## config.mk

```make
export PLATFORM = sky130hd
export DESIGN_NAME = spe_clocked_core_flat
export DESIGN_NICKNAME = d
export VERILOG_FILES = /design/src/rtl/spe_clocked_core_if.sv /design/src/rtl/spe_clocked_core.sv /design/src/flat_wrapper.sv
export SDC_FILE = /design/constraint.sdc
export NUM_CORES = 1
export LEC_CHECK = 0
export BUFFER_PORTS_ARGS = -buffer_cell sky130_fd_sc_hd__clkbuf_2
export CAP_MARGIN = 30
export CORE_MARGIN = 1.5
export CORE_UTILIZATION = 30
export CTS_BUF_LIST = sky130_fd_sc_hd__clkbuf_4 sky130_fd_sc_hd__clkbuf_8
export DETAILED_ROUTE_END_ITERATION = 6
export GPL_TIMING_DRIVEN = 0
export PLACE_DENSITY = 0.49
export SKIP_LAST_GASP = 1
export SLEW_MARGIN = 0
export SYNTH_ARGS = -nofsm -noshare
export SYNTH_HDL_FRONTEND = slang
export SYNTH_SLANG_ARGS = --single-unit
```

## constraint.sdc

```tcl
create_clock -name clk -period 6.1 [get_ports clk]
set_input_delay 1.83 -clock clk [delete_from_list [all_inputs] [get_ports clk]]
set_output_delay 1.83 -clock clk [all_outputs]
set_load 0.005 [all_outputs]
```

## src/rtl/spe_clocked_core_if.sv

```systemverilog
// spe_clocked_core_if: flit input and spike output valid/ready channels of the spike processing element.
interface spe_clocked_core_if #(
   parameter int PKT_W = 32
);
   logic             in_valid;
   logic             in_ready;
   logic [PKT_W-1:0] in_data;
   logic             out_valid;
   logic             out_ready;
   logic [PKT_W-1:0] out_data;
   modport master (
      output in_valid, in_data, out_ready,
      input  in_ready, out_valid, out_data
   );
   modport slave (
      input  in_valid, in_data, out_ready,
      output in_ready, out_valid, out_data
   );
endinterface

```

## src/rtl/spe_clocked_core.sv

```systemverilog
// spe_clocked_core: clocked integrate-and-fire core; PSUM flits accumulate, FIRE scans and emits a spike bitmap.
// Define SPE_LEAK_EN to halve (>> LEAK_SHIFT) non-spiking potentials on every scan.
module spe_clocked_core #(
   parameter int                  ADDR_W         = 4,
   parameter int                  OP_W           = 4,
   parameter int                  DATA_W         = 24,
   parameter int                  NUM_NEURONS    = 16,
   parameter int                  POT_W          = 16,
   parameter logic [ADDR_W-1:0]   MY_ADDR        = 4'h0,
   parameter logic [ADDR_W-1:0]   DEST_DEFAULT   = 4'h0,
   parameter logic [POT_W-1:0]    THRESH_DEFAULT = 16'd64,
   parameter int                  LEAK_SHIFT     = 1
) (
   input  logic               clk,
   input  logic               rst_n,
   spe_clocked_core_if.slave  bus,
   output logic               busy,
   output logic               err
);
   localparam int PKT_W = ADDR_W + OP_W + DATA_W;
   localparam int IDX_W = NUM_NEURONS > 1 ? $clog2(NUM_NEURONS) : 1;
`ifdef SPE_LEAK_EN
   localparam int SHIFT = LEAK_SHIFT;
`else
   localparam int SHIFT = 0;
`endif
   localparam logic [OP_W-1:0] OP_CFG   = OP_W'(1);
   localparam logic [OP_W-1:0] OP_PSUM  = OP_W'(2);
   localparam logic [OP_W-1:0] OP_FIRE  = OP_W'(3);
   localparam logic [OP_W-1:0] OP_SPIKE = OP_W'(4);

   typedef enum logic [1:0] {IDLE, SCAN, SEND} state_t;

   state_t                 r_state;
   logic [POT_W-1:0]       r_pot [NUM_NEURONS];
   logic [POT_W-1:0]       r_thr;
   logic [ADDR_W-1:0]      r_dest;
   logic [IDX_W-1:0]       r_idx;
   logic [NUM_NEURONS-1:0] r_bitmap;
   logic                   r_in_ready;
   logic                   r_out_valid;
   logic [PKT_W-1:0]       r_out_data;
   logic                   r_err;
   logic                   r_busy;

   logic [ADDR_W-1:0] w_dest;
   logic [OP_W-1:0]   w_op;
   logic [DATA_W-1:0] w_pay;
   logic [7:0]        w_nidx;
   logic [IDX_W-1:0]  w_slot;
   logic [POT_W-1:0]  w_val;
   logic [POT_W:0]    w_sum;
   logic [POT_W-1:0]  w_cur;
   logic              w_fire;
   logic              w_take;
   logic              w_ok;
   logic              w_last;

   assign w_dest = bus.in_data[PKT_W-1 -: ADDR_W];
   assign w_op   = bus.in_data[DATA_W +: OP_W];
   assign w_pay  = bus.in_data[DATA_W-1:0];
   assign w_nidx = w_pay[23:16];
   assign w_slot = IDX_W'(w_nidx);
   assign w_val  = POT_W'(w_pay[15:0]);
   assign w_sum  = {1'b0, r_pot[w_slot]} + {1'b0, w_val};
   assign w_cur  = r_pot[r_idx];
   assign w_fire = w_cur >= r_thr;
   assign w_take = bus.in_valid && r_in_ready;
   assign w_last = r_idx == IDX_W'(NUM_NEURONS - 1);
   // Out-of-range neuron indices count as malformed flits, same as foreign dest or unknown opcode.
   assign w_ok   = (w_dest == MY_ADDR) &&
                   (w_op == OP_CFG || w_op == OP_FIRE ||
                    (w_op == OP_PSUM && 32'(w_nidx) < NUM_NEURONS));

   assign bus.in_ready  = r_in_ready;
   assign bus.out_valid = r_out_valid;
   assign bus.out_data  = r_out_data;
   assign busy          = r_busy;
   assign err           = r_err;

   always_ff @(posedge clk or negedge rst_n) begin
      if (!rst_n) begin
         r_state     <= IDLE;
         for (int k = 0; k < NUM_NEURONS; k++) r_pot[k] <= '0;
         r_thr       <= THRESH_DEFAULT;
         r_dest      <= DEST_DEFAULT;
         r_idx       <= '0;
         r_bitmap    <= '0;
         r_in_ready  <= 1'b0;
         r_out_valid <= 1'b0;
         r_out_data  <= '0;
         r_err       <= 1'b0;
         r_busy      <= 1'b0;
      end else begin
         case (r_state)
            IDLE: begin
               r_in_ready <= 1'b1;
               if (w_take) begin
                  if (!w_ok) r_err <= 1'b1;
                  else if (w_op == OP_CFG) begin
                     r_thr  <= w_val;
                     r_dest <= ADDR_W'(w_pay[23:20]);
                  end else if (w_op == OP_PSUM)
                     r_pot[w_slot] <= w_sum[POT_W] ? '1 : w_sum[POT_W-1:0];
                  else begin
                     r_state    <= SCAN;
                     r_idx      <= '0;
                     r_bitmap   <= '0;
                     r_in_ready <= 1'b0;
                     r_busy     <= 1'b1;
                  end
               end
            end
            SCAN: begin
               r_bitmap[r_idx] <= w_fire;
               r_pot[r_idx]    <= w_fire ? '0 : w_cur >> SHIFT;
               r_idx           <= w_last ? r_idx : r_idx + 1'b1;
               r_state         <= w_last ? SEND : SCAN;
            end
            SEND: begin
               // Bitmap settles at the SCAN->SEND edge; the flit is presented one edge later.
               if (!r_out_valid) begin
                  r_out_valid <= 1'b1;
                  r_out_data  <= {r_dest, OP_SPIKE, DATA_W'(r_bitmap)};
               end else if (bus.out_ready) begin
                  r_out_valid <= 1'b0;
                  r_state     <= IDLE;
                  r_in_ready  <= 1'b1;
                  r_busy      <= 1'b0;
               end
            end
            default: r_state <= IDLE;
         endcase
      end
   end
endmodule

```

## src/flat_wrapper.sv

```systemverilog
// flat-port wrapper written by rule: the top's interface ports become plain ports
module spe_clocked_core_flat 
#(
   parameter int                  ADDR_W         = 4,
   parameter int                  OP_W           = 4,
   parameter int                  DATA_W         = 24,
   parameter int                  NUM_NEURONS    = 16,
   parameter int                  POT_W          = 16,
   parameter logic [ADDR_W-1:0]   MY_ADDR        = 4'h0,
   parameter logic [ADDR_W-1:0]   DEST_DEFAULT   = 4'h0,
   parameter logic [POT_W-1:0]    THRESH_DEFAULT = 16'd64,
   parameter int                  LEAK_SHIFT     = 1
)
  (clk, rst_n, busy, err, bus_in_valid, bus_in_data, bus_out_ready, bus_in_ready, bus_out_valid, bus_out_data);
  spe_clocked_core_if #(.PKT_W(32)) bus_i ();
  input  logic clk;
  input  logic rst_n;
  output logic busy;
  output logic err;
  input wire logic [$bits(bus_i.in_valid)-1:0] bus_in_valid;
  input wire logic [$bits(bus_i.in_data)-1:0] bus_in_data;
  input wire logic [$bits(bus_i.out_ready)-1:0] bus_out_ready;
  output wire logic [$bits(bus_i.in_ready)-1:0] bus_in_ready;
  output wire logic [$bits(bus_i.out_valid)-1:0] bus_out_valid;
  output wire logic [$bits(bus_i.out_data)-1:0] bus_out_data;
  assign bus_i.in_valid = bus_in_valid;
  assign bus_i.in_data = bus_in_data;
  assign bus_i.out_ready = bus_out_ready;
  assign bus_in_ready = bus_i.in_ready;
  assign bus_out_valid = bus_i.out_valid;
  assign bus_out_data = bus_i.out_data;
  spe_clocked_core #(.ADDR_W(ADDR_W), .OP_W(OP_W), .DATA_W(DATA_W), .NUM_NEURONS(NUM_NEURONS), .POT_W(POT_W), .MY_ADDR(MY_ADDR), .DEST_DEFAULT(DEST_DEFAULT), .THRESH_DEFAULT(THRESH_DEFAULT), .LEAK_SHIFT(LEAK_SHIFT)) u_core (.clk(clk), .rst_n(rst_n), .bus(bus_i), .busy(busy), .err(err));
endmodule
```

# ---- Word-level counts from Yosys, hierarchy flattened
# Cells that the tools add are included.
dict set report classes {
  n_reduce_logical 21
  shift 0
  order_cmp 8
  mul 0
  n_eq_ne 14
  n_bitwise 4
  n_addsub 2
  n_mux 57
  div_mod_pow 0
}
# op n
set op_table {}
lappend op_table {{$mux 256} 4}
lappend op_table {{$bwmux 256} 2}
lappend op_table {{$pmux 256 s2} 1}
lappend op_table {{$mux 16} 12}
lappend op_table {{$bmux 16 s4} 2}
lappend op_table {{$demux 16 s4} 2}
lappend op_table {{$pmux 16 s2} 1}
lappend op_table {{$mux 4} 5}
lappend op_table {{$add 16x16->17} 1}
lappend op_table {{$bwmux 16} 1}
lappend op_table {{$ge 16x16->1} 1}
lappend op_table {{$mux 1} 15}
lappend op_table {{$mux 2} 7}
lappend op_table {{$reduce_and 6->1} 2}
lappend op_table {{$ge 5x5->1 const B} 2}
lappend op_table {{$lt 5x1->1 const B} 2}
lappend op_table {{$not 4->5} 2}
lappend op_table {{$reduce_and 5->1} 2}
lappend op_table {{$eq 4x2->1 const B} 2}
lappend op_table {{$lt 8x5->1 const B} 1}
lappend op_table {{$ne 2x1->1 const B} 4}
lappend op_table {{$ne 2x2->1 const B} 4}
lappend op_table {{$pmux 4 s2} 1}
lappend op_table {{$reduce_and 7->1} 1}
lappend op_table {{19 further kinds} 29}
dict set report word_totals {
  inputBits 36
  romBits 0
  ff_bits 323
  memories 0
  latchBits 0
  ram_bits 0
  out_inout_bits 36
}

# ---- Logic depth before layout (Yosys ltp)
# Gate-level depths: netlist of the first run.
dict set report logic_depth {
  ltp_word 12
  ltp_mapped 18
  depth_no_buf 12
}

# ---- Worst setup path before layout of the first run
# OpenSTA, ideal clock, no wires.
dict set report synth_path {
  kind {in2reg}
  startpoint {input port bus_in_data[16]}
  endpoint {register u_core.r_pot[159] in the netlist's numbering}
  stages 14
  t_required_ns 5.973
  setup_time_ns 0.127
  slack_ns 0.366
  arrival_ns 5.607
  path_cell_list {clkbuf_1 buf_2 mux4_2 mux4_2 ha_1 fa_1 a21oi_1 o211ai_1 a31oi_1 o41ai_4 buf_6 a31oi_2 buf_2 o21ai_1}
}
dict set report synth_via {
  elab_chain_cells 12
  elab_cells_between_ends 23
  classes_between {1 x add/sub; 3 x order compare; 1 x eq/ne; 12 x mux; 1 x bitwise; 5 x reduce/logical}
}
# item line
set synth_rtl {}
lappend synth_rtl {{from (decl)} flat_wrapper.sv:21} ;# input wire logic [$bits(bus_i.in_data)-1:0] bus_in_data;
lappend synth_rtl {{$not 4->5} {spe_clocked_core.sv:65, spe_clocked_core.sv:104}}
lappend synth_rtl {{$bmux 16 s4} spe_clocked_core.sv:65} ;# assign w_sum = {1'b0, r_pot[w_slot]} + {1'b0, w_val};
lappend synth_rtl {{$mux 16 (implied by the code) (2 in series)} spe_clocked_core.sv:65}
lappend synth_rtl {{$add 16x16->17} spe_clocked_core.sv:65}
lappend synth_rtl {{$mux 16} spe_clocked_core.sv:104} ;# r_pot[w_slot] <= w_sum[POT_W] ? '1 : w_sum[POT_W-1:0];
lappend synth_rtl {{$bwmux 256} spe_clocked_core.sv:104}
lappend synth_rtl {{$mux 256} spe_clocked_core.sv:103} ;# end else if (w_op == OP_PSUM)
lappend synth_rtl {{$mux 256} spe_clocked_core.sv:100} ;# else if (w_op == OP_CFG) begin
lappend synth_rtl {{$mux 256} spe_clocked_core.sv:99} ;# if (!w_ok) r_err <= 1'b1;
lappend synth_rtl {{$mux 256} spe_clocked_core.sv:98} ;# if (w_take) begin
lappend synth_rtl {{$pmux 256 s2} spe_clocked_core.sv:95} ;# case (r_state)
lappend synth_rtl {{to (signal, indexed assignment)} spe_clocked_core.sv:104}
lappend synth_rtl {{to (signal, indexed assignment)} spe_clocked_core.sv:116} ;# r_pot[r_idx] <= w_fire ? '0 : w_cur >> SHIFT;
lappend synth_rtl {{to (decl)} spe_clocked_core.sv:35} ;# logic [POT_W-1:0] r_pot [NUM_NEURONS];
# Parallel ways exist; a longest one is shown, timed or not. The select of a mux whose other input is x is not followed.
# A chain may end at the register's enable or synchronous reset.

# ---- Worst setup path in the final report of the first run
dict set report layout_path {
  startpoint {register u_core.r_idx[0]}
  endpoint {register u_core.r_pot[168] in the netlist's numbering}
}
dict set report layout_via {
  elab_chain_cells 8
  elab_cells_between_ends 13
  classes_between {3 x order compare; 8 x mux; 1 x bitwise; 1 x reduce/logical}
}
# item line
set layout_rtl {}
lappend layout_rtl {{from (decl)} spe_clocked_core.sv:38} ;# logic [IDX_W-1:0] r_idx;
lappend layout_rtl {{from (signal assigned)} spe_clocked_core.sv:117} ;# r_idx <= w_last ? r_idx : r_idx + 1'b1;
lappend layout_rtl {{$not 4->5 *} {spe_clocked_core.sv:66, spe_clocked_core.sv:116}}
lappend layout_rtl {{$bmux 16 s4} spe_clocked_core.sv:66} ;# assign w_cur = r_pot[r_idx];
lappend layout_rtl {{$mux 16 (implied by the code) (2 in series)} spe_clocked_core.sv:66}
lappend layout_rtl {{$ge 16x16->1} spe_clocked_core.sv:67} ;# assign w_fire = w_cur >= r_thr;
lappend layout_rtl {{$mux 16} spe_clocked_core.sv:116}
lappend layout_rtl {{$bwmux 256 *} spe_clocked_core.sv:116}
lappend layout_rtl {{$pmux 256 s2 *} spe_clocked_core.sv:95}
# Every way passes the cells marked *; elsewhere a longest branch is shown, timed or not. The select of a mux whose other input is x is not followed.

==> results of run 1 <==
==> placed cells by master, fill, tap and decap left out, types with 5 or more instances in the layout <==
cell and n:
conb_1 11, dfrtp_1 322, mux2_2 42, nand3_1 8, nor2_2 8, o211ai_1 7
o21ai_0 79, inv_1 44, a21oi_1 41, o21ai_1 211, nor2_1 32, clkinv_2 6
buf_2 56, nand2b_1 8, o221ai_1 15, buf_4 20, clkbuf_4 26, a2bb2oi_1 11
xnor2_1 7, nor3_1 11, clkinv_1 5, clkbuf_2 69, and3_1 6, clkbuf_8 74
o22ai_1 11, a22oi_1 233, and2_1 8, nor3b_2 13, mux4_2 156, buf_1 6
a21o_1 6, ha_1 36, clkbuf_1 58, buf_6 10, nand2_1 91
==> synthesized netlist by cell type (10+ instances only) <==
master,instances
nand2_1,91
mux4_2,156
inv_1,44
buf_2,59
nor2_1,35
ha_1,36
a21oi_1,43
mux2_2,42
o21ai_1,211
buf_4,12
nor3b_2,12
o221ai_1,15
buf_6,10
o21ai_0,79
a2bb2oi_1,11
clkbuf_1,69
o22ai_1,11
dfrtp_1,322
a22oi_1,233
nor3_1,11
==> registers in the layout (all words and copies together) (netlist names) <==
| register | cells |
|---|---|
| u_core.r_bitmap | 16 |
| u_core.r_pot | 256 |
| u_core.bus.in_ready | 1 |
| u_core.err | 1 |
| u_core.bus.out_valid | 1 |
| u_core.r_state | 2 |
| u_core.r_idx | 4 |
| u_core.bus.out_data | 21 |
| u_core.r_thr | 16 |
| u_core.busy | 1 |
| u_core.r_dest | 4 |
==> what timing repair did <==
action | in CTS | in global routing
resized for setup | 21 | 20
cloned | 0 | 0
pin swaps | 0 | 0
setup endpoints to repair | 256 | 207
==> area by class of cell <==
cell class | instances | area (um2) | share of cell area
repair buffers | 67 | 432 | 0.0198
clock buffers | 98 | 1190 | 0.0547
multi-input cells | 1126 | 9970 | 0.457
well taps | 837 | 1050 | 0.0480
diodes | 2 | 5.00 | 0.000229
clock inverters | 9 | 76.3 | 0.00350
flip-flops and latches | 323 | 8080 | 0.371
plain buffers | 158 | 816 | 0.0374
inverters | 49 | 184 | 0.00843
==> power by group <==
| group | switching [W] | internal (W) | total [W] |
|---|---|---|---|
| clock network | 0.000987 | 0.00127 | 0.00225 |
| registers | 0.000330 | 0.00256 | 0.00289 |
| logic | 0.00295 | 0.00154 | 0.00449 |
==> path summary, 6_finish.rpt <==
check / cells past startpoint / slack, ns / to / from
max: 16 / 0.11 / u_core.r_pot[168]$_DFFE_PN0P_ / u_core.r_idx[0]$_DFFE_PN0P_
min: 1 / 0.48 / u_core.bus.out_data[26]$_DFFE_PN0P_ / u_core.bus.out_data[26]$_DFFE_PN0P_
max reg2reg: 16 / 0.11 / u_core.r_pot[168]$_DFFE_PN0P_ / u_core.r_idx[0]$_DFFE_PN0P_
min reg2reg: 1 / 0.48 / u_core.bus.out_data[26]$_DFFE_PN0P_ / u_core.bus.out_data[26]$_DFFE_PN0P_
max in group asynchronous: 3 / 3.61 / u_core.r_pot[53]$_DFFE_PN0P_ / rst_n
min in group asynchronous: 1 / 1.16 / u_core.r_pot[106]$_DFFE_PN0P_ / rst_n
==> critical path: cells and delay by family, from the launching register on <==
kind            cells  cell delay, ns
buf+inv             6            1.99
simple gates        4            1.25
compound gates      3            0.91
mux                 2            0.91
flops               1            0.44
fa+ha+maj           1            0.28
==> metal layers <==
| layer | GRT usage | up-vias |
|---|---|---|
| li1 | - | 6720 |
| met1 | 0.316 | 8158 |
| met2 | 0.364 | 747 |
| met3 | 0.0493 | 138 |
| met4 | 0.0738 | 0 |
| met5 | 0 | - |
==> kinds of logic (layout without fill, tap and decap cells) <==
logic type	Yosys count	after routing	share of synthesized area
buf+inv	208	381	0.0517
fa+ha+maj	37	37	0.0249
compound gates	647	647	0.217
other cells	1	13	0.000199
mux	199	199	0.212
simple gates	222	222	0.0621
xor+xnor	10	10	0.00464
flops	323	323	0.428
==> metrics by stage <==
stage | power [W] | hold slack [ns] | util
final | 0.00963 | 0.475 | 0.352
after floorplan | 0.00559 | 0.460 | -
after detailed placement | 0.00719 | 0.453 | 0.329
after global placement | 0.00711 | 0.460 | 0.327
after CTS | 0.00950 | 0.476 | 0.351
after global routing | 0.0101 | 0.494 | 0.352
==> metrics, run 1 <==
run status finished, final reports clean; postcts setup bufs 0; Die W 254 um; Worst path most repeated cell buf_2; global route total overflow 0; final hold violation count 0; initial antenna violation count 1; Max Freq 167 MHz; Via density around 5.9; Crit Path Max Fanout 10; synthesized flop and latch total about 320; setup tns final 0 ns; final setup margin approximately 0.11 ns; Critical Path Sink Type flip-flop; Async SR Flop Fraction 1.00; wl on met1 31.2 mm; Yosys Warn Count 0; fillcell total 6,238; uppermost layer routed met4; final non-filler cell total 2,669; TritonCTS buffer count 59; vias in the first global route 15,500; CP max stage delay 0.62 ns; core area 61,900 um2; Max clock buf depth 3; Post-Synthesis Cells 1,647; first-pass GRT wire length 108 mm; Port Buf Inserts 58; die outline height 254 um; number of distinct library cells after synthesis 71; synthesized area about 19,000 um2; number of nets in the layout 1,857; Worst EP required 6.62 ns; layout cells sized above 1 0.280; Post-Place Cells 2,561; All-Layer GR Usage 0.231; top cell type's share of synthesized area 0.427; Placer Congestion 0.957; PwrDens 442 nW/um2; residual DRC count 0; clk sinks 323; Worst VDD drop 192 uV; Reg clk slew, reported paths 0.06 ns; final worst path period need 5.99 ns; register area share after synthesis 0.428; Crit Path Class flip-flop to flip-flop; Setup violations, final 0; pre-CTS setup slack -1.54 ns; Design Area, Final 21,800 um2; drt first pass iters 5; post-route ant nets 0; Synth area leaders dfrtp_1 43%, mux4_2 19%, a22oi_1 9.3%; # rows 91; skew final 0.0301 ns; CTS HTree Levels 2; Post-Syn Area per Cell 11.5 um2; I/O pins between 70 and 80; area leader, netlist dfrtp_1; CP max-delay cell mux4_2; die area 64,500 um2; min-delay worst type flip-flop to flip-flop; max-slew violation count 0; crit path launch type flip-flop; drt total wl 74.0 mm; Clk Latency, worst-skew pair 0.69 ns; drt wl/cell approximately 28 um; EDFF count, synth 0; CTS hold repair buffers 0; Max-Cap Viols 0; Worst slew margin 0.373; Slew @ Worst Pin 0.934 ns; RSZ-0062 raised after global routing no; area post-placement just over 20,000 um2; Final Cycle Share 0.982; root buffer cell clkbuf_8; CP Cell Sequence buf_6 > buf_2 > mux4_2 > mux2_2 > o21ai_2 > buf_2 > inv_1 > ha_1 > nand2_1 > or4_1 > nor4_4 > buf_4 > nor3b_4 > clkbuf_1 > a22oi_1 > o21ai_1; drt initial violations 1,684; met3 WL between 6 and 7 mm; largest net degree at the start of global routing 90; Starting Density 0.305; met2 wire len between 30 and 40 mm; Via Count 15,800; Most used DFF post-synth dfrtp_1; Leakage roughly 9 nW; CTS tree done; Arr. time, crit path 6.51 ns; post-DP HPWL 57.6 mm; P&R area growth vs syn 15.5%
Power figures use the tool's default switching activity.
==> run 2, diff against run 1 <==
--- a/config.mk
+++ b/config.mk
@@ -6,13 +6,14 @@
 export NUM_CORES = 1
 export LEC_CHECK = 0
 export BUFFER_PORTS_ARGS = -buffer_cell sky130_fd_sc_hd__clkbuf_2
-export CAP_MARGIN = 30
+export CELL_PAD_IN_SITES_DETAIL_PLACEMENT = 1
+export CELL_PAD_IN_SITES_GLOBAL_PLACEMENT = 1
 export CORE_MARGIN = 1.5
 export CORE_UTILIZATION = 30
 export CTS_BUF_LIST = sky130_fd_sc_hd__clkbuf_4 sky130_fd_sc_hd__clkbuf_8
 export DETAILED_ROUTE_END_ITERATION = 6
 export GPL_TIMING_DRIVEN = 0
-export PLACE_DENSITY = 0.49
+export PLACE_DENSITY = 0.56
 export SKIP_LAST_GASP = 1
 export SLEW_MARGIN = 0
 export SYNTH_ARGS = -nofsm -noshare
==> run 2 against run 1 <==
  * Non-clock buffer count shrank 3
  * Die area is the same
  * Wire length grew 4.7%
  * First-iteration DRC count shrank 19%
  * Critical path type is now input pin to flip-flop
  * Critical endpoint is now u_core.r_pot[239]$_DFFE_PN0P_
  * Largest cell class unchanged
==> metrics, run 2 (same netlist as run 1, synthesis figures left out) <==
run status finished, final reports clean (unchanged); initial antenna violation count 1 (unchanged); final hold violation count 0 (unchanged); largest net degree at the start of global routing 105 (was 90); core area 61,900 um2 (unchanged); CTS hold repair buffers 0 (unchanged); register area 8080 um2 (unchanged); Design Area, Final 21,800 um2 (about the same); Port Buf Inserts 58 (unchanged); number of nets in the layout 1,854 (was 1,857); min-delay worst type flip-flop to flip-flop (unchanged); post-DP HPWL 60.4 mm (was 57.6 mm); vias in the first global route 16,100 (was 15,500); Starting Density 0.305 (unchanged); met2 usage 0.388 (was 0.364); Worst R2R Path Depth 14 (was 16); max reg flops 256 (unchanged); Worst VDD drop 231 uV (was 192 uV); Global Route met1 Usage 0.326 (was 0.316); Leakage 8.94 nW (was 8.93 nW); fillcell total 6,831 (was 6,238); Slew @ Worst Pin 1.33 ns (was 0.934 ns); Crit Path Class input pin to flip-flop (was flip-flop to flip-flop); die area 64,500 um2 (unchanged); PwrDens 446 nW/um2 (was 442 nW/um2); skew final 0.0370 ns (was 0.0301 ns); drt wl/cell 29.1 um (was 27.7 um); global routing's busiest layer met2 (unchanged); most frequent cells in the layout 322 x dfrtp_1, 233 x a22oi_1, 211 x o21ai_1 (unchanged); I/O pins 72 (unchanged); Max Freq 166 MHz (was 167 MHz); Arr. time, crit path 6.57 ns (was 6.51 ns); M3 GR Usage 0.0490 (was 0.0493); # rows 91 (unchanged); Crit Path Max Fanout 10 (unchanged); Worst EP required 6.64 ns (was 6.62 ns); post-route ant nets 0 (unchanged); critical path endpoint u_core.r_pot[239]$_DFFE_PN0P_ (was u_core.r_pot[168]$_DFFE_PN0P_); global route total overflow 0 (unchanged); first-pass GRT wire length 114 mm (was 108 mm); drt first pass iters 7 (was 5); TritonCTS buffer count 59 (unchanged); die outline height 254 um (unchanged); drt initial violations 1,356 (was 1,684); Reg clk slew, reported paths 0.06 ns (about the same); All-Layer GR Usage 0.242 (was 0.231); residual DRC count 0 (unchanged); area used by multi-input combinational logic 9970 um2 (about the same); area post-placement 20,400 um2 (about the same); root buffer cell clkbuf_8 (unchanged); Via Count 15,700 (was 15,800); crit path launch type input pin (was flip-flop); worst r2r src u_core.r_idx[1]$_DFFE_PN0P_ (was u_core.r_idx[0]$_DFFE_PN0P_); max-slew violation count 0 (unchanged); commonest non-fill, non-tap cell in the layout dfrtp_1 (unchanged); layout cells sized above 1 0.280 (about the same); Setup violations, final 0 (unchanged); Worst Setup SP bus_in_data[16] (was u_core.r_idx[0]$_DFFE_PN0P_); Die W 254 um (unchanged); CTS tree done (unchanged); final worst path period need 6.03 ns (was 5.99 ns); Critical Path Sink Type flip-flop (unchanged); P&R area growth vs syn 15.3% (was 15.5%); Max-Cap Viols 0 (unchanged); Placer Congestion 0.948 (was 0.957); WHS Path Cells 1 (unchanged); Final Cycle Share 0.989 (was 0.982); clk sinks 323 (unchanged); Via density 5.90 (was 5.91); CTS HTree Levels 2 (unchanged); r2r setup slk 0.13 ns (was 0.11 ns); Worst slew margin 0.103 (was 0.373); Hold Slack 0.476 ns (was 0.475 ns); Max clock buf depth 3 (unchanged); Clk Latency, worst-skew pair 0.69 ns (about the same); Biggest register u_core.r_pot (unchanged); drt total wl 77.4 mm (was 74.0 mm); r2r endpoint u_core.r_pot[88]$_DFFE_PN0P_ (was u_core.r_pot[168]$_DFFE_PN0P_)
-- run 2: worst min-delay path by stage --
stage / to / slack [ns] / from
after CTS: u_core.bus.out_data[26]$_DFFE_PN0P_ / 0.48 / u_core.bus.out_data[26]$_DFFE_PN0P_
final: u_core.bus.out_data[26]$_DFFE_PN0P_ / 0.48 / u_core.bus.out_data[26]$_DFFE_PN0P_
after floorplan: u_core.err$_DFFE_PN0P_ / 0.46 / u_core.err$_DFFE_PN0P_
after global placement: u_core.bus.out_data[26]$_DFFE_PN0P_ / 0.45 / u_core.bus.out_data[26]$_DFFE_PN0P_
after detailed placement: u_core.bus.out_data[26]$_DFFE_PN0P_ / 0.46 / u_core.bus.out_data[26]$_DFFE_PN0P_
after global routing: u_core.r_thr[3]$_DFFE_PN0P_ / 0.52 / u_core.r_thr[3]$_DFFE_PN0P_
-- run 2: cell type report --
| type | count | share of cell area |
|---|---|---|
| Timing Repair Buffer | 64 | 0.0186 |
| Antenna cell | 1 | 0.000115 |
| Sequential cell | 323 | 0.371 |
| Inverter | 49 | 0.00845 |
| Tap cell | 837 | 0.0481 |
| Clock buffer | 95 | 0.0540 |
| Multi-Input combinational cell | 1126 | 0.458 |
| Clock inverter | 11 | 0.00368 |
| Buffer | 158 | 0.0380 |
-- run 2: worst max-delay path: stages --
cell	delay (ns)
clkbuf_2	0.24
buf_4	0.35
mux4_2	0.57
mux4_2	0.51
ha_1	0.26
fa_1	0.47
a21oi_2	0.29
o211ai_1	0.22
a31oi_2	0.38
o41ai_4	0.13
buf_4	0.20
buf_6	0.19
a31oi_4	0.43
buf_2	0.36
o21ai_1	0.10
-- run 2: metal layers --
layer,wire (um),share of wire,vias up
met4,2660,0.034,0
met5,0,0,-
li1,-,-,6693
met1,33200,0.43,8321
met3,5120,0.066,134
met2,36500,0.47,578
-- run 2: report_power, final --
group          switching [W]  internal [W]  total, W
Clock                0.00101       0.00125   0.00226
Sequential          0.000342       0.00256   0.00290
Combinational        0.00301       0.00154   0.00455
-- run 2: metrics by stage --
step                utilization  setup slack (ns)  power (W)  instances  setup TNS, ns
finish                    0.352            0.0694    0.00971       2664              0
global route              0.352           -0.0175     0.0102       2664        -0.0670
CTS                       0.350           0.00980    0.00959       2662              0
detailed placement        0.329             -1.70    0.00726       2556        -328.04
global placement          0.327             -4.41    0.00713       2552       -1702.82
floorplan                     -             0.366    0.00559       1657              0
-- run 2: timing repair --
action	4_1_cts	5_1_grt
pin swaps	0	1
resized for setup	25	22
endpoints found under the setup margin	256	209
buffers inserted	0	2
==> run 3, diff against run 2 <==
--- a/config.mk
+++ b/config.mk
@@ -13,7 +13,7 @@
 export CTS_BUF_LIST = sky130_fd_sc_hd__clkbuf_4 sky130_fd_sc_hd__clkbuf_8
 export DETAILED_ROUTE_END_ITERATION = 6
 export GPL_TIMING_DRIVEN = 0
-export PLACE_DENSITY = 0.56
+export PLACE_DENSITY = 0.62
 export SKIP_LAST_GASP = 1
 export SLEW_MARGIN = 0
 export SYNTH_ARGS = -nofsm -noshare
==> run 3 against run 2 <==
  * Total power up 0.56%
  * Cell area up 0.18%
  * First-iteration DRC count up 16%
  * Sequential power about the same
  * Critical endpoint is now u_core.r_pot[15]$_DFFE_PN0P_
  * Highest routed layer is now met5
==> metrics, run 3 (same netlist as run 1, synthesis figures left out) <==
Via density 6.02 (was 5.90); Final Cycle Share 0.990 (was 0.989); worst hold path startpoint u_core.bus.out_data[26]$_DFFE_PN0P_ (unchanged); post-DP HPWL 59.8 mm (was 60.4 mm); die outline height 254 um (unchanged); core area 61,900 um2 (unchanged); Reg clk slew, reported paths 0.06 ns (about the same); All-Layer GR Usage 0.241 (was 0.242); min-delay worst type flip-flop to flip-flop (unchanged); Psw 0.00438 W (was 0.00436 W); max-slew violation count 0 (unchanged); Max clock buf depth 3 (unchanged); clk sinks 323 (unchanged); Biggest register u_core.r_pot (unchanged); initial antenna violation count 4 (was 1); Worst EP required 6.64 ns (about the same); Setup violations, final 0 (unchanged); layout cells sized above 1 0.280 (about the same); root buffer cell clkbuf_8 (unchanged); first-pass GRT wire length 113 mm (was 114 mm); area post-placement 20,400 um2 (unchanged); skew final 0.0265 ns (was 0.0370 ns); Worst VDD drop 298 uV (was 231 uV); largest net degree at the start of global routing 107 (was 105); Worst slew margin 0.0380 (was 0.103); I/O pins 72 (unchanged); worst r2r src u_core.r_idx[1]$_DFFE_PN0P_ (unchanged); final hold violation count 0 (unchanged); PwrDens 447 nW/um2 (was 446 nW/um2); setup tns final 0 ns (unchanged); max reg flops 256 (unchanged); crit path launch type input pin (unchanged); global route total overflow 0 (unchanged); Hold Slack 0.485 ns (was 0.476 ns); P_int 0.00538 W (was 0.00535 W); CTS HTree Levels 2 (unchanged); Worst Setup SP bus_in_data[17] (was bus_in_data[16]); Crit Path Class input pin to flip-flop (unchanged); most frequent cells in the layout 322 x dfrtp_1, 233 x a22oi_1, 211 x o21ai_1 (unchanged); TritonCTS buffer count 57 (was 59); Max Freq 166 MHz (about the same); # rows 91 (unchanged); drt first pass iters 5 (was 7); Clk Latency, worst-skew pair 0.68 ns (was 0.69 ns); Seq pwr share 0.297 (was 0.299); drt wl/cell 29.1 um (about the same); Die W 254 um (unchanged); residual DRC count 0 (unchanged); Design Area, Final 21,800 um2 (about the same); CTS tree done (unchanged); final non-filler cell total 2,660 (was 2,664); Arr. time, crit path 6.57 ns (about the same); drt initial violations 1,572 (was 1,356); P&R area growth vs syn 15.5% (was 15.3%); Post-Place Cells 2,556 (unchanged); Via Count 16,000 (was 15,700); switching share of total power 0.449 (about the same); commonest non-fill, non-tap cell in the layout dfrtp_1 (unchanged); Crit Path Max Fanout 10 (unchanged); post-route ant nets 0 (unchanged); Placer Congestion 0.959 (was 0.948); number of nets in the layout 1,853 (was 1,854); final worst path period need 6.04 ns (was 6.03 ns); Max-Cap Viols 0 (unchanged); run status finished, final reports clean (unchanged); Port Buf Inserts 58 (unchanged); die area 64,500 um2 (unchanged); drt total wl 77.4 mm (about the same); Critical Path Sink Type flip-flop (unchanged); Leakage 8.92 nW (was 8.94 nW); vias in the first global route 16,400 (was 16,100); Gate power share 0.469 (about the same); Slew @ Worst Pin 1.43 ns (was 1.33 ns); Starting Density 0.305 (unchanged); Clock power frac 0.234 (was 0.233)
## run 3: cell count changes in the layout (fill, tap and decap cells not counted), moves of 2 or more
cell	before	now
nor2_2	5	8
clkbuf_8	75	71
nor2_1	34	32
clkinvlp_4	0	3
bufinv_16	1	4
clkbuf_4	22	14
## run 3: cell type report
class | instances | area [um2]
diodes | 1 | 2.50
plain buffers | 158 | 827
clock buffers | 83 | 1060
clock inverters | 18 | 198
fillers | 6871 | 40100
inverters | 49 | 184
multi-input cells | 1126 | 9990
flip-flops and latches | 323 | 8080
well taps | 837 | 1050
repair buffers | 65 | 424
## run 3: repair_timing
| action | in CTS | in global routing |
|---|---|---|
| pin swaps | 1 | 1 |
| buffers inserted | 0 | 3 |
| hold buffers | 0 | 0 |
| resized for setup | 27 | 23 |
| setup endpoints to repair | 256 | 182 |
## run 3: stage by stage
stage	total power, W	worst slack [ns]	util
floorplan	0.00559	0.366	-
global placement	0.00712	-4.25	0.327
detailed placement	0.00725	-1.84	0.329
CTS	0.00960	0.0151	0.350
global route	0.0102	-0.0174	0.352
finish	0.00976	0.0627	0.352
## run 3: critical path, cell delays in order
cell and delay [ns]:
clkbuf_2 0.26, clkbuf_4 0.36, clkbuf_2 0.38, mux4_2 0.45, mux4_2 0.55, ha_1 0.29
buf_2 0.17, a21oi_2 0.29, o221ai_2 0.21, a31oi_2 0.37, o41ai_4 0.12, buf_4 0.19
buf_6 0.18, a31oi_4 0.43, buf_2 0.36, o21ai_1 0.09
## run 3: final timing paths
check	endpoint	slack, ns	depth (start not counted)
max in group asynchronous	u_core.r_pot[240]$_DFFE_PN0P_	3.58	3
worst max-delay path	u_core.r_pot[15]$_DFFE_PN0P_	0.06	16
min in group asynchronous	u_core.r_pot[105]$_DFFE_PN0P_	1.11	1
worst min register to register	u_core.bus.out_data[26]$_DFFE_PN0P_	0.48	1
worst min-delay path	u_core.bus.out_data[26]$_DFFE_PN0P_	0.48	1
worst max register to register	u_core.r_pot[173]$_DFFE_PN0P_	0.08	16
## run 3: power by group through the flow
stage / logic [W] / registers, W / clock network, W
6_report: 0.00458 / 0.00290 / 0.00228
5_1_grt: 0.00483 / 0.00294 / 0.00241
4_1_cts: 0.00439 / 0.00288 / 0.00233
3_5_place_dp: 0.00434 / 0.00292 / 0
3_3_place_gp: 0.00423 / 0.00288 / 0
2_1_floorplan: 0.00280 / 0.00278 / 0
## run 3: per-layer routing
metal / track usage / part of all wire
met4: 0.0806 / 0.029
met3: 0.0505 / 0.076
met5: 0 / 0.00022
met2: 0.387 / 0.48
met1: 0.323 / 0.42
